### src/rtl/ltc_biphase_serializer.sv
// Biphase-mark (LTC) serializer: shifts an 80-bit timecode word out LSB first,
// with a one-word holding register so back-to-back frames leave no gap.
module ltc_biphase_serializer #(
    parameter int unsigned HALF_BIT_CYCLES = 10000
) (
    input  logic        clk,
    input  logic        rst_n,
    input  logic [79:0] tc_data,
    input  logic        tc_valid,
    output logic        tc_ready,
    output logic        ltc_out,
    output logic        frame_start,
    output logic [6:0]  bit_idx,
    output logic        busy,
    output logic        underrun
);

    localparam int unsigned FRAME_BITS = 80;
    localparam int unsigned DIV_W      = (HALF_BIT_CYCLES > 2) ? $clog2(HALF_BIT_CYCLES) : 1;
    localparam logic [DIV_W-1:0] DIV_LAST = DIV_W'(HALF_BIT_CYCLES - 1);
    localparam logic [6:0]       LAST_BIT = 7'(FRAME_BITS - 1);

    typedef enum logic {
        IDLE = 1'b0,
        RUN  = 1'b1
    } state_t;

    state_t                  state;
    logic [FRAME_BITS-1:0]   hold_reg;
    logic [FRAME_BITS-1:0]   shift_reg;
    logic                    hold_valid;
    logic [DIV_W-1:0]        divider;
    logic                    half;
    logic                    accept;
    logic                    half_end;

    // Ready depends only on the holding register, so a transfer cycle never accepts.
    assign tc_ready = ~hold_valid & rst_n;
    assign accept   = tc_valid & tc_ready;
    assign half_end = (divider == DIV_LAST);

    always_ff @(posedge clk) begin
        if (!rst_n) begin
            state       <= IDLE;
            hold_reg    <= '0;
            shift_reg   <= '0;
            hold_valid  <= 1'b0;
            divider     <= '0;
            half        <= 1'b0;
            ltc_out     <= 1'b0;
            bit_idx     <= '0;
            frame_start <= 1'b0;
            underrun    <= 1'b0;
            busy        <= 1'b0;
        end else begin
            frame_start <= 1'b0;
            underrun    <= 1'b0;

            if (accept) begin
                hold_reg   <= tc_data;
                hold_valid <= 1'b1;
            end

            case (state)
                IDLE: begin
                    if (hold_valid) begin
                        shift_reg   <= hold_reg;
                        hold_valid  <= 1'b0;
                        bit_idx     <= '0;
                        half        <= 1'b0;
                        divider     <= '0;
                        ltc_out     <= ~ltc_out;
                        frame_start <= 1'b1;
                        state       <= RUN;
                        busy        <= 1'b1;
                    end
                end

                RUN: begin
                    if (!half_end) begin
                        divider <= divider + DIV_W'(1);
                    end else begin
                        divider <= '0;
                        if (!half) begin
                            // Mid-cell transition encodes a 1.
                            if (shift_reg[0]) begin
                                ltc_out <= ~ltc_out;
                            end
                            half <= 1'b1;
                        end else if (bit_idx != LAST_BIT) begin
                            ltc_out   <= ~ltc_out;
                            shift_reg <= {1'b0, shift_reg[FRAME_BITS-1:1]};
                            bit_idx   <= bit_idx + 7'd1;
                            half      <= 1'b0;
                        end else if (hold_valid) begin
                            // Seamless frame boundary: the transfer supplies the cell-edge toggle.
                            shift_reg   <= hold_reg;
                            hold_valid  <= 1'b0;
                            bit_idx     <= '0;
                            half        <= 1'b0;
                            ltc_out     <= ~ltc_out;
                            frame_start <= 1'b1;
                        end else begin
                            state    <= IDLE;
                            busy     <= 1'b0;
                            underrun <= 1'b1;
                        end
                    end
                end

                default: begin
                    state <= IDLE;
                    busy  <= 1'b0;
                end
            endcase
        end
    end

endmodule

### config.mk
export PLATFORM = sky130hd
export DESIGN_NAME = ltc_biphase_serializer
export DESIGN_NICKNAME = d
export VERILOG_FILES = /design/src/rtl/ltc_biphase_serializer.sv
export SDC_FILE = /design/constraint.sdc
export NUM_CORES = 1
export LEC_CHECK = 0
export ABC_AREA = 1
export CAP_MARGIN = 20
export CORE_MARGIN = 2
export CORE_UTILIZATION = 67
export DETAILED_ROUTE_END_ITERATION = 6
export DONT_BUFFER_PORTS = 1
export GPL_ROUTABILITY_DRIVEN = 0
export PLACE_DENSITY = 0.92
export SYNTH_ARGS = -nofsm -noshare
export SYNTH_HDL_FRONTEND = slang
export SYNTH_SLANG_ARGS = --single-unit
export TNS_END_PERCENT = 50
### constraint.sdc
create_clock -name clk -period 4.32 [get_ports clk]
set_clock_uncertainty 0.2 [all_clocks]
set_input_delay 1.08 -clock clk [delete_from_list [all_inputs] [get_ports clk]]
set_output_delay 1.08 -clock clk [all_outputs]
set_load 0.02 [all_outputs]
==> impl_metrics.xml <==
<?xml version="1.0" encoding="UTF-8"?>
<metrics>
  <group name="worst_setup_path">
    <metric name="crit_arrival" unit="ns">3.54</metric>
    <metric name="timing.critical_path.fanout_max" unit="">84</metric>
    <metric name="setup.worst_path.start_class" unit="">flop</metric>
    <metric name="largest_incremental_delay_on_the_critical_path" unit="ns">0.68</metric>
    <metric name="critical-path-slowest-cell" unit="">sky130_fd_sc_hd__buf_4</metric>
    <metric name="timing.reg2reg.worst_path_depth" unit="">10</metric>
    <metric name="required_time_reported_for_the_critical_path_endpoint" unit="ns">4.45</metric>
    <metric name="worst-r2r-setup-slack" unit="ns">0.91</metric>
    <metric name="critPathKind" unit="">flop to flop</metric>
    <metric name="rr_endpoint" unit="">half</metric>
    <metric name="worst_path_most_repeated_cell" unit="">sky130_fd_sc_hd__nand2_2</metric>
    <metric name="critical_path_cell_by_cell" unit="">ha_1 &gt; nand3_2 &gt; nor2_4 &gt; buf_4 &gt; nand2_2 &gt; nand2_1 &gt; nand2_2 &gt; buf_4 &gt; nand2_2 &gt; nor3b_1</metric>
    <metric name="setup.worst_path.end_class" unit="">flop</metric>
    <metric name="r2r_start" unit="">bit_idx[1]</metric>
  </group>
  <group name="clock_tree">
    <metric name="holdBufCountCts" unit="">0</metric>
    <metric name="postCtsResizedCells" unit="">0</metric>
    <metric name="clock_insertion_delay_worst_skew" unit="ns">0.44</metric>
    <metric name="ctsRootBufferMaster" unit="">sky130_fd_sc_hd__clkbuf_16</metric>
    <metric name="tritoncts_num_sinks" unit="">188</metric>
    <metric name="tritoncts_clock_tree" unit="">done</metric>
    <metric name="setup_repair_bufs_after_cts" unit="">0</metric>
    <metric name="clk_pin_slew_worst_paths" unit="ns">0.07</metric>
    <metric name="cts_inserted_buffers" unit="">17</metric>
    <metric name="max-clock-path-buffers" unit="">2</metric>
    <metric name="cts_max_level" unit="">4</metric>
  </group>
  <group name="power_and_ir_drop">
    <metric name="p_per_area" unit="nW/um^2">447</metric>
    <metric name="vdd.ir_drop.worst" unit="mV">0.297</metric>
    <metric name="power_leakage" unit="uW">0.00395</metric>
  </group>
  <group name="job">
    <metric name="max_cap_viol_count" unit="">0</metric>
  </group>
  <group name="sta">
    <metric name="grt_setup_unrepaired" unit="">no</metric>
    <metric name="max_freq" unit="MHz">293</metric>
    <metric name="setup_viol_count_final" unit="">0</metric>
    <metric name="fin_crit_sh" unit="%">79.0</metric>
    <metric name="timing.final.max_slew_violations" unit="">0</metric>
    <metric name="setup_total_negative_slack" unit="ns">0</metric>
    <metric name="final.min_clock_period" unit="ns">3.41</metric>
    <metric name="max-slew-margin-rel" unit="%">37.2</metric>
    <metric name="worst_pin_slew" unit="ns">0.942</metric>
    <metric name="hold-worst-slack" unit="ns">0.267</metric>
    <metric name="timing_hold_violations_final" unit="">0</metric>
  </group>
  <group name="place">
    <metric name="placed_cells" unit="">1343</metric>
    <metric name="buffer_ports.inserted" unit="">0</metric>
    <metric name="hpwlAfterDp" unit="um">11900</metric>
  </group>
  <group name="final_layout">
    <metric name="area_of_the_multi_input_gates" unit="um^2">4530</metric>
    <metric name="finalNetCount" unit="">1273</metric>
    <metric name="post_route_cells_drive_above_1_share" unit="%">10.0</metric>
    <metric name="fillers" unit="">987</metric>
    <metric name="synth_to_final_area_change" unit="%">4.07</metric>
    <metric name="fin_cells" unit="">1374</metric>
    <metric name="ff_latch_area" unit="um^2">3760</metric>
    <metric name="insertedDiodeCount" unit="">0</metric>
  </group>
  <group name="yosys">
    <metric name="synthDistinctLibCells" unit="">31</metric>
    <metric name="yosys_most_used_dff" unit="">sky130_fd_sc_hd__dfxtp_1</metric>
    <metric name="number_of_flops_mapped_to_enable_cells_by_yosys" unit="">0</metric>
    <metric name="yosys-top-cells-area" unit="">sky130_fd_sc_hd__dfxtp_1 42%, sky130_fd_sc_hd__nand2_1 17%, sky130_fd_sc_hd__nand3_1 7.2%</metric>
    <metric name="synth_top_cell_by_area" unit="">sky130_fd_sc_hd__dfxtp_1</metric>
    <metric name="netlist_area" unit="um^2">9000</metric>
    <metric name="syn-instance-count" unit="">1258</metric>
    <metric name="synth-seq-area-share" unit="%">41.8</metric>
    <metric name="postSynthNetCount" unit="">1344</metric>
    <metric name="postSynthAreaPerCell" unit="um^2">7.16</metric>
    <metric name="synth_warn" unit="">0</metric>
    <metric name="ys_async_sr_fraction" unit="%">0</metric>
    <metric name="postSynthRegisterBits" unit="">188</metric>
    <metric name="synth_top_cell_area_share" unit="%">41.8</metric>
  </group>
  <group name="detailed_routing">
    <metric name="drt_iter0_markers" unit="">1013</metric>
    <metric name="vias_per_cell" unit="">5.95</metric>
    <metric name="final_routed_drc_violation_total" unit="">0</metric>
    <metric name="number_of_nets_still_failing_antenna_checks_after_routing" unit="">0</metric>
    <metric name="drt-wirelength-per-cell" unit="um">15.2</metric>
    <metric name="firstDrtPassIters" unit="">5</metric>
    <metric name="detail_route.wirelength" unit="um">20900</metric>
    <metric name="routed-via-count" unit="">8178</metric>
  </group>
  <group name="global_routing">
    <metric name="grt_util_all_layers" unit="%">29.1</metric>
    <metric name="grt_antenna_before_repair" unit="">0</metric>
    <metric name="first_global_vias" unit="">7290</metric>
    <metric name="overflow" unit="">0</metric>
    <metric name="pin_count_of_the_biggest_net_entering_global_routing" unit="">172</metric>
    <metric name="grt_pass1_wl" unit="um">34400</metric>
  </group>
  <group name="floorplanning">
    <metric name="die_height" unit="um">120</metric>
    <metric name="boundaryPins" unit="">95</metric>
    <metric name="die_boundary_width" unit="um">120</metric>
    <metric name="floorplan.die_area" unit="um^2">14400</metric>
    <metric name="core-area" unit="um^2">13200</metric>
    <metric name="initial_utilization" unit="%">68.3</metric>
    <metric name="placementRows" unit="">42</metric>
  </group>
  <group name="worst_hold_path">
    <metric name="holdCritPathClass" unit="">flop to flop</metric>
    <metric name="hold-path-cell-count" unit="">2</metric>
    <metric name="worst_hold_path_endpoint" unit="">hold_reg[38]</metric>
    <metric name="hold_path_startpoint" unit="">hold_reg[38]</metric>
  </group>
  <group name="run_status">
    <metric name="outcome" unit="">complete, no violations</metric>
  </group>
</metrics>
==> per-stage QoR <==
stage / utilization (%) / setup WS (ns) / instance area, um^2 / power (uW)
final: 71.0 / 0.908 / 9370 / 4190
after global routing: 71.0 / 0.712 / 9370 / 4370
after CTS: 70.9 / 0.961 / 9350 / 4190
after detailed placement: 66.5 / 1.06 / 8770 / 2630
after global placement: 66.3 / 1.17 / 8740 / 2590
after floorplan: - / 1.41 / 9000 / 2550
==> cells by family (layout without fill, tap and decap cells) <==
logic type | count (synthesis) | after routing | share of synthesized area, %
AOI/OAI and AO/OA | 193 | 193 | 12.0
xor gates and xnor gates | 2 | 2 | 0.195
adders and majority gates | 3 | 3 | 0.417
buffers and inverters | 140 | 80 | 8.02
DFF | 188 | 188 | 41.8
and+or+nand+nor | 732 | 732 | 37.6
==> power by group <==
group / internal (uW) / switching (uW) / leakage, uW
Combinational: 238 / 407 / 0.00213
Sequential: 1870 / 94.0 / 0.00154
Clock: 933 / 643 / 0.000279
Total: 3040 / 1140 / 0.00395
==> cell usage in the layout, fill, tap and decap left out, types with 5 or more instances in the layout <==
cell                        netlist  final
sky130_fd_sc_hd__inv_2            3      5
sky130_fd_sc_hd__nand4_1          9      9
sky130_fd_sc_hd__o22ai_1         79     79
sky130_fd_sc_hd__o21ai_0         11     11
sky130_fd_sc_hd__clkbuf_16        0     17
sky130_fd_sc_hd__nor2_1         118    117
sky130_fd_sc_hd__a21oi_1         98     98
sky130_fd_sc_hd__buf_4            9     12
sky130_fd_sc_hd__nand2_2          5      7
sky130_fd_sc_hd__nand3_1        129    129
sky130_fd_sc_hd__nor3_1           6      6
sky130_fd_sc_hd__nand2_1        396    394
sky130_fd_sc_hd__nand3_2         61     61
sky130_fd_sc_hd__inv_1           33     31
sky130_fd_sc_hd__dfxtp_1        188    188
==> Yosys cell counts, types with 2 or more instances <==
cell	number
sky130_fd_sc_hd__nand2_1	396
sky130_fd_sc_hd__nor3_1	6
sky130_fd_sc_hd__a21oi_1	98
sky130_fd_sc_hd__dfxtp_1	188
sky130_fd_sc_hd__o21bai_1	2
sky130_fd_sc_hd__clkbuf_1	49
sky130_fd_sc_hd__buf_4	9
sky130_fd_sc_hd__nor2_1	118
sky130_fd_sc_hd__inv_1	33
sky130_fd_sc_hd__ha_1	3
sky130_fd_sc_hd__nand2_2	5
sky130_fd_sc_hd__buf_1	5
sky130_fd_sc_hd__buf_12	7
sky130_fd_sc_hd__xor2_1	2
sky130_fd_sc_hd__nand4_1	9
sky130_fd_sc_hd__inv_2	3
sky130_fd_sc_hd__o22ai_1	79
sky130_fd_sc_hd__nand3_2	61
sky130_fd_sc_hd__o21ai_0	11
sky130_fd_sc_hd__nand3_1	129
sky130_fd_sc_hd__nor2_4	3
sky130_fd_sc_hd__buf_2	33
==> final cells by class <==
type                       instances  area share [%]
clock buffer                      23            4.99
clock inverter                     7            1.23
inverter                          36            1.44
multi-input combinational        930            48.4
sequential                       188            40.2
tap                              176            2.35
timing repair buffer              14            1.47
==> worst max-delay path: cells and delay by family (launching register included) <==
family | cells | cell delay [ns]
simple gates | 7 | 1.13
fa+ha+maj | 1 | 0.32
flops | 1 | 0.50
buf+inv | 2 | 1.07
==> how the worst max path moves through the flow <==
stage                           from       end  cells after the start
after global placement    bit_idx[1]      half                     10
after CTS                 bit_idx[1]      half                     10
final                     bit_idx[1]      half                     10
after floorplan                rst_n  tc_ready                      3
after global routing      bit_idx[1]      half                     10
after detailed placement  bit_idx[1]      half                     10
==> routing by layer <==
layer	up-vias	global-route usage [%]	wire length [um]
li1	4035	-	-
met1	3769	40.1	9120
met2	331	45.0	9960
met3	43	5.85	1380
met4	0	11.2	482
met5	-	0	0
Power figures use the tool's default switching activity.
